--- config.mk ---
export PLATFORM = sky130hd
export DESIGN_NAME = bias_relu_requant
export DESIGN_NICKNAME = d
export VERILOG_FILES = /design/src/rtl/bias_relu_requant_pkg.sv /design/src/rtl/bias_relu_requant_relu.sv /design/src/rtl/bias_relu_requant.sv
export SDC_FILE = /design/constraint.sdc
export NUM_CORES = 1
export LEC_CHECK = 0
export ABC_AREA = 1
export CORE_AREA = 3 3 209 211
export DETAILED_ROUTE_END_ITERATION = 16
export DIE_AREA = 0 0 212 214
export RECOVER_POWER = 50
export SYNTH_ARGS = -nofsm -noshare
export SYNTH_HDL_FRONTEND = slang
export SYNTH_HIERARCHICAL = 1
export SYNTH_SLANG_ARGS = --single-unit
--- constraint.sdc ---
create_clock -name clk -period 9.2 [get_ports clk]
set_input_delay 1.38 -clock clk [delete_from_list [all_inputs] [get_ports clk]]
set_output_delay 1.38 -clock clk [all_outputs]
set_load 0.02 [all_outputs]
--- src/rtl/bias_relu_requant_pkg.sv ---
// Shared layer constants, BRAM region map and FSM encoding for the conv/post-process pair.
// Latency: n/a (declarations only).
// Backpressure: n/a.
package bias_relu_requant_pkg;

    // Layer dimensions
    localparam int CFG_N           = 2;    // input channels
    localparam int CFG_M           = 2;    // output channels
    localparam int CFG_K           = 3;    // kernel size
    localparam int CFG_IFM_R       = 15;
    localparam int CFG_IFM_C       = 15;
    localparam int CFG_OFM_R       = 13;
    localparam int CFG_OFM_C       = 13;
    localparam int CFG_BYTE_OFFSET = 4;    // bytes per 32-bit word

    // Region base addresses (bytes), laid out back to back
    localparam int CFG_IFM_ADDR_START  = 0;
    localparam int CFG_WGT_ADDR_START  = CFG_IFM_ADDR_START + CFG_IFM_R*CFG_IFM_C*CFG_N*CFG_BYTE_OFFSET;
    localparam int CFG_OFM_ADDR_START  = CFG_WGT_ADDR_START + CFG_K*CFG_K*CFG_N*CFG_M*CFG_BYTE_OFFSET;
    localparam int CFG_BIAS_ADDR_START = CFG_OFM_ADDR_START + CFG_M*CFG_OFM_R*CFG_OFM_C*CFG_BYTE_OFFSET;
    localparam int CFG_DST_ADDR_START  = CFG_BIAS_ADDR_START + CFG_M*CFG_BYTE_OFFSET;

    // Requantisation
    localparam int CFG_SHIFT     = 8;
    localparam int CFG_CLAMP_MAX = 255;

    typedef enum logic [2:0] {
        IDLE   = 3'd0,
        B_WAIT = 3'd1,
        B_CAP  = 3'd2,
        P_WAIT = 3'd3,
        P_CAP  = 3'd4,
        P_WR   = 3'd5,
        DONE   = 3'd6
    } state_t;

    // Byte address of word 'idx' inside a region starting at 'base'
    function automatic logic [31:0] word_addr(input logic [31:0] base, input logic [31:0] idx);
        return base + idx * 32'(CFG_BYTE_OFFSET);
    endfunction

endpackage

--- src/rtl/bias_relu_requant_relu.sv ---
// Combinational requantiser: y = clamp((x + b) >>> SHIFT, 0, CLAMP_MAX), 33-bit sum so no wrap.
// Latency: 0 cycles (pure combinational).
// Backpressure: none.
module relu_requant
    import bias_relu_requant_pkg::*;
#(
    parameter int SHIFT     = CFG_SHIFT,
    parameter int CLAMP_MAX = CFG_CLAMP_MAX
) (
    input  logic [31:0] i_x,
    input  logic [31:0] i_b,
    output logic [31:0] o_y
);

    localparam logic signed [32:0] LP_MAX = 33'(CLAMP_MAX);

    logic signed [32:0] w_s;
    logic signed [32:0] w_t;

    assign w_s = $signed({i_x[31], i_x}) + $signed({i_b[31], i_b});
    assign w_t = w_s >>> SHIFT;

    // Clamp the rescaled sum into the activation range
    always_comb begin
        o_y = 32'd0;
        if (w_t[32]) begin
            o_y = 32'd0;
        end else if (w_t > LP_MAX) begin
            o_y = 32'(CLAMP_MAX);
        end else begin
            o_y = w_t[31:0];
        end
    end

endmodule

--- src/rtl/bias_relu_requant.sv ---
// Walks every oFM word per channel, adds the channel bias, requantises and writes to the dst region.
// Latency: M*(2 + 3*OFM_R*OFM_C) cycles from start sample to first DONE cycle.
// Backpressure: none; fixed BRAM schedule, start is ignored while busy and must drop to re-arm.
module bias_relu_requant
    import bias_relu_requant_pkg::*;
#(
    parameter int M               = CFG_M,
    parameter int OFM_R           = CFG_OFM_R,
    parameter int OFM_C           = CFG_OFM_C,
    parameter int OFM_ADDR_START  = CFG_OFM_ADDR_START,
    parameter int BIAS_ADDR_START = OFM_ADDR_START + M*OFM_R*OFM_C*CFG_BYTE_OFFSET,
    parameter int DST_ADDR_START  = BIAS_ADDR_START + M*CFG_BYTE_OFFSET,
    parameter int SHIFT           = CFG_SHIFT,
    parameter int CLAMP_MAX       = CFG_CLAMP_MAX
) (
    input  logic        clk,
    input  logic        reset,
    input  logic [31:0] ps_control,
    output logic [31:0] pl_status,
    output logic [31:0] BRAM_addr,
    input  logic [31:0] BRAM_rddata,
    output logic [31:0] BRAM_wrdata,
    output logic [3:0]  BRAM_we
);

    localparam int CW  = 16;
    localparam int PIX = OFM_R * OFM_C;
    localparam logic [CW-1:0] LP_C_LAST = CW'(OFM_C - 1);
    localparam logic [CW-1:0] LP_R_LAST = CW'(OFM_R - 1);
    localparam logic [CW-1:0] LP_M_LAST = CW'(M - 1);

    state_t        r_state;
    logic [CW-1:0] r_m;
    logic [CW-1:0] r_r;
    logic [CW-1:0] r_c;
    logic [31:0]   r_bias;

    logic [31:0]   w_idx;
    logic [31:0]   w_y;
    logic          w_last_pix;
    logic          w_unused_ctl;

    // Only bit0 of the control word carries meaning
    assign w_unused_ctl = ^ps_control[31:1];

    // Flat word index of the current pixel; the same index addresses oFM and dst
    assign w_idx      = 32'(r_m) * 32'(PIX) + 32'(r_r) * 32'(OFM_C) + 32'(r_c);
    assign w_last_pix = (r_c == LP_C_LAST) && (r_r == LP_R_LAST);

    relu_requant #(
        .SHIFT     (SHIFT),
        .CLAMP_MAX (CLAMP_MAX)
    ) u_relu_requant (
        .i_x (BRAM_rddata),
        .i_b (r_bias),
        .o_y (w_y)
    );

    // Sequencer: bias fetch per channel, then read/compute/write per pixel
    always_ff @(posedge clk) begin
        if (reset) begin
            r_state     <= IDLE;
            r_m         <= '0;
            r_r         <= '0;
            r_c         <= '0;
            r_bias      <= '0;
            BRAM_addr   <= '0;
            BRAM_wrdata <= '0;
            BRAM_we     <= '0;
            pl_status   <= '0;
        end else begin
            case (r_state)
                IDLE: begin
                    pl_status <= 32'h0;
                    if (ps_control[0]) begin
                        BRAM_addr <= word_addr(32'(BIAS_ADDR_START), 32'd0);
                        pl_status <= 32'h2;
                        r_state   <= B_WAIT;
                    end
                end
                B_WAIT: r_state <= B_CAP;
                B_CAP: begin
                    r_bias    <= BRAM_rddata;
                    BRAM_addr <= word_addr(32'(OFM_ADDR_START), w_idx);
                    r_state   <= P_WAIT;
                end
                P_WAIT: r_state <= P_CAP;
                P_CAP: begin
                    BRAM_wrdata <= w_y;
                    BRAM_addr   <= word_addr(32'(DST_ADDR_START), w_idx);
                    BRAM_we     <= 4'hF;
                    r_state     <= P_WR;
                end
                P_WR: begin
                    BRAM_we <= 4'h0;
                    if (!w_last_pix) begin
                        // Row-major walk: the next pixel is always the next word
                        if (r_c == LP_C_LAST) begin
                            r_c <= '0;
                            r_r <= r_r + 1'b1;
                        end else begin
                            r_c <= r_c + 1'b1;
                        end
                        BRAM_addr <= word_addr(32'(OFM_ADDR_START), w_idx + 32'd1);
                        r_state   <= P_WAIT;
                    end else if (r_m != LP_M_LAST) begin
                        r_r       <= '0;
                        r_c       <= '0;
                        r_m       <= r_m + 1'b1;
                        BRAM_addr <= word_addr(32'(BIAS_ADDR_START), 32'(r_m) + 32'd1);
                        r_state   <= B_WAIT;
                    end else begin
                        pl_status <= 32'h1;
                        r_state   <= DONE;
                    end
                end
                DONE: begin
                    // Held start must not retrigger; wait for it to drop
                    if (!ps_control[0]) begin
                        r_m       <= '0;
                        r_r       <= '0;
                        r_c       <= '0;
                        pl_status <= 32'h0;
                        r_state   <= IDLE;
                    end
                end
                default: r_state <= IDLE;
            endcase
        end
    end

endmodule

==> key figures <==
Clock tree
  – Worst-Skew Late Latency: 0.45 ns
  – Inserted Clock Buffers: 17
  – TritonCTS clock tree: built
  – CTS H-tree depth: 4
  – Post-cts resize count: 0
  – Root buffer cell: clkbuf_16
  – Clk slew on worst S/H paths: 0.06 ns
  – CTS Hold Bufs: 0
  – Clock Path Buffers: 2
  – Setup Fix Bufs, Post-CTS: 0
  – Clock Sinks: 145

Worst setup path
  – CP Data Required Time: 9.59 ns
  – Worst reg2reg path endpoint: BRAM_addr[25]
  – CP max FO: 7
  – CP arrival: 6.43 ns
  – WP buf/inv: 5
  – R2R Setup Slk: 3.16 ns
  – Worst Reg-to-Reg Cells: 31
  – Crit path max-delay family: adder cells
  – Total stage count of the critical path: 31
  – CP max stage delay: 0.56 ns
  – Critical Path Sink: BRAM_addr[25]
  – Startpoint types: register
  – Setup CP Type: register to register
  – Critical path's most frequent cell: nand2_1
  – Origin of the worst setup path: r_r[0]
  – Endpoint class of the critical path: register
  – Crit-path slowest cell: fa_1
  – R2R Path Start: r_r[0]

Finish
  – Layout net count: 2962
  – Area of the multi-input gates: 11500 um2
  – Layout cells sized above 1: 7.87%
  – Antenna diode count: 0
  – Area delta synth->final: 11.1%
  – Commonest non-fill, non-tap cell in the layout: nand2_1
  – Fillers: 4437
  – Final core utilization: 44.2%
  – Register area: 2900 um2
  – Most frequent cells in the layout: nand2_1, inv_1, nor2_1

Route
  – Via/cell ratio: 5.00
  – Vias: 16.0k
  – # DRC: 0
  – DRT Wirelength: 47300 um
  – Initial DRC Count: 953
  – Wire per inst: 14.8 um
  – First drt pass iteration count: 7
  – Remaining antenna violation count after routing: 0

Floorplanning
  – Top-Level Pins: 166
  – Num rows: 75
  – Die area: 45400 um2
  – Core Box Area: 41900 um2
  – Die Y-Extent: 214 um
  – Die span in x: 212 um
  – Starting Density: 39.8%

Placed design
  – Pre-CTS setup slack: 3.26 ns
  – Dpl hpwl: 38100 um
  – GPL Wtd Cong: 0.887
  – Input/output buffers: 99

Power
  – Internal: 1.53 mW
  – Switching portion of total power: 42.6%
  – Combinational fraction of design power: 43.5%
  – Overall power: 2.66 mW
  – Sequential power share: 29.6%
  – Power share of the clock group: 26.9%
  – IR drop worst, VDD: 0.0971 mV
  – Switching power: 1.13 mW
  – Pwr Density: 144 nW/um2
  – Static Leak: 9.65 nW

GRT
  – Initial antenna violation count: 0
  – Vias in the first global route: 15.7k
  – Largest net degree at the start of global routing: 82
  – Congestion Overflow GR: 0
  – First-pass GRT wire length: 77500 um
  – Total GRT Usage: 21.0%

Timing
  – Fmax achieved: 165 MHz
  – Fin crit period: 6.04 ns
  – Actual slew at the worst max-slew pin: 3.32 ns
  – Clk_skew: 0.0105 ns
  – Hold violation count in the final report: 0
  – Final setup margin: 3.16 ns
  – Final period utilization: 65.7%
  – Final Setup Violations: 0
  – Unrepaired setup endpoints after global routing: no
  – Setup TNS: 0 ns
  – Max Slew Vio Count: 140
  – Worst slew margin: -121%

Synth
  – Synthesis warning total: 6
  – Avg Inst Size Synth: 6.47 um2
  – Number of synthesized flops with an enable pin: 0
  – Register area share after synthesis: 17.4%
  – Post-Syn Instances: 2579
  – Syn Std Cell Area: 16700 um2
  – Async S/R FF share, synth: 0%
  – Flip-flop and latch count after synthesis: 145
  – Yosys cell types: 56
  – Predominant post-synthesis flop cell: dfxtp_1

Run status
  – Failing checks: capacitance limit, slew limit
  – Status: complete, but fails checks

Min path
  – Hold Path Class: register to register

Job
  – Max Cap Violations: 3
==> state kept, by name (all words and copies together), names as in the netlist <==
signal,flops
BRAM_we,1
BRAM_wrdata,32
BRAM_addr,27
r_state,3
r_r,16
pl_status,2
r_bias,32
r_c,16
r_m,16
==> per-stage QoR <==
| stage | instances | hold WS (ns) | instance area (um2) |
|---|---|---|---|
| after floorplan | 2636 | 0.455 | 16900 |
| final | 3207 | 0.440 | 18500 |
| after CTS | 3207 | 0.445 | 18500 |
| after global routing | 3207 | 0.476 | 18500 |
| after global placement | 3176 | 0.430 | 18000 |
| after detailed placement | 3176 | 0.435 | 18000 |
==> routing by layer <==
metal  vias up  track usage (%)  share of wire, %
met5         -                0                 0
met4         0             5.47               2.0
met3        63             2.90               3.8
met2       342             37.9                49
met1      7518             26.1                45
li1       8106                -                 -
==> power groups by stage <==
stage          registers (mW)  logic (mW)  clock network, mW
3_3_place_gp            0.797        1.15                  0
6_report                0.786        1.16              0.716
3_5_place_dp            0.801        1.16                  0
4_1_cts                 0.789        1.17              0.736
2_1_floorplan           0.840       0.782                  0
5_1_grt                 0.797        1.29              0.759
==> Yosys cell counts, types with 6 or more instances <==
cell	count	area share, %
a21oi_2	6	0.32
a31oi_1	18	0.68
nand3_1	162	4.9
a21oi_1	81	2.4
buf_4	64	2.9
nor2_4	16	1.1
dfxtp_1	145	17
xnor2_1	6	0.32
nand3_2	15	0.90
fa_1	80	9.6
buf_2	6	0.18
ha_1	160	12
nor4_1	10	0.38
nand2_2	59	2.2
clkbuf_1	31	0.70
nand2_1	597	13
nand3b_1	6	0.27
inv_1	450	10
xor2_1	38	2.0
nor3_1	21	0.63
nor2_2	28	1.1
inv_2	30	0.68
a21o_1	7	0.32
nor3_2	7	0.42
nor2_1	310	7.0
o21ai_0	126	3.8
nand4_1	36	1.4
o211ai_1	6	0.27
==> worst reg2reg max path: cells and delay by family (launching register included) <==
family                     cells  cell delay, ns
AOI/OAI and AO/OA              2            0.31
buffers and inverters          5            0.36
DFF                            1            0.55
xor gates and xnor gates       1            0.20
adders and majority gates      7            2.97
and+or+nand+nor               16            1.61
==> how the worst min path moves through the flow <==
stage / start / to / slack (ns) / cells after the start
5_1_grt: BRAM_addr[28] / BRAM_addr[28] / 0.48 / 2
2_1_floorplan: r_c[3] / r_c[3] / 0.46 / 1
4_1_cts: BRAM_addr[27] / BRAM_addr[27] / 0.44 / 2
3_3_place_gp: BRAM_addr[27] / BRAM_addr[27] / 0.43 / 2
6_report: BRAM_addr[27] / BRAM_addr[27] / 0.44 / 2
3_5_place_dp: BRAM_addr[27] / BRAM_addr[27] / 0.43 / 2
==> cell type report <==
class	instances	share of cell area, %
clock inverters	8	0.567
flip-flops and latches	145	15.7
well taps	539	3.64
inverters	485	9.84
multi-input cells	1903	62.2
clock buffers	23	2.58
repair buffers	104	5.50
==> cell families (layout without fill, tap and decap cells) <==
kind of cell    count (synthesis)  after routing  synth area share, %
simple gates                 1285           1285                 34.5
buf+inv                       588            620                 14.8
compound gates                274            274                 9.26
fa+ha+maj                     240            240                 21.6
flops                         145            145                 17.4
xor+xnor                       44             44                 2.31
other cells                     2             59               0.0450
mux                             1              1               0.0600
Note: power is estimated with default switching activity, not from simulation.
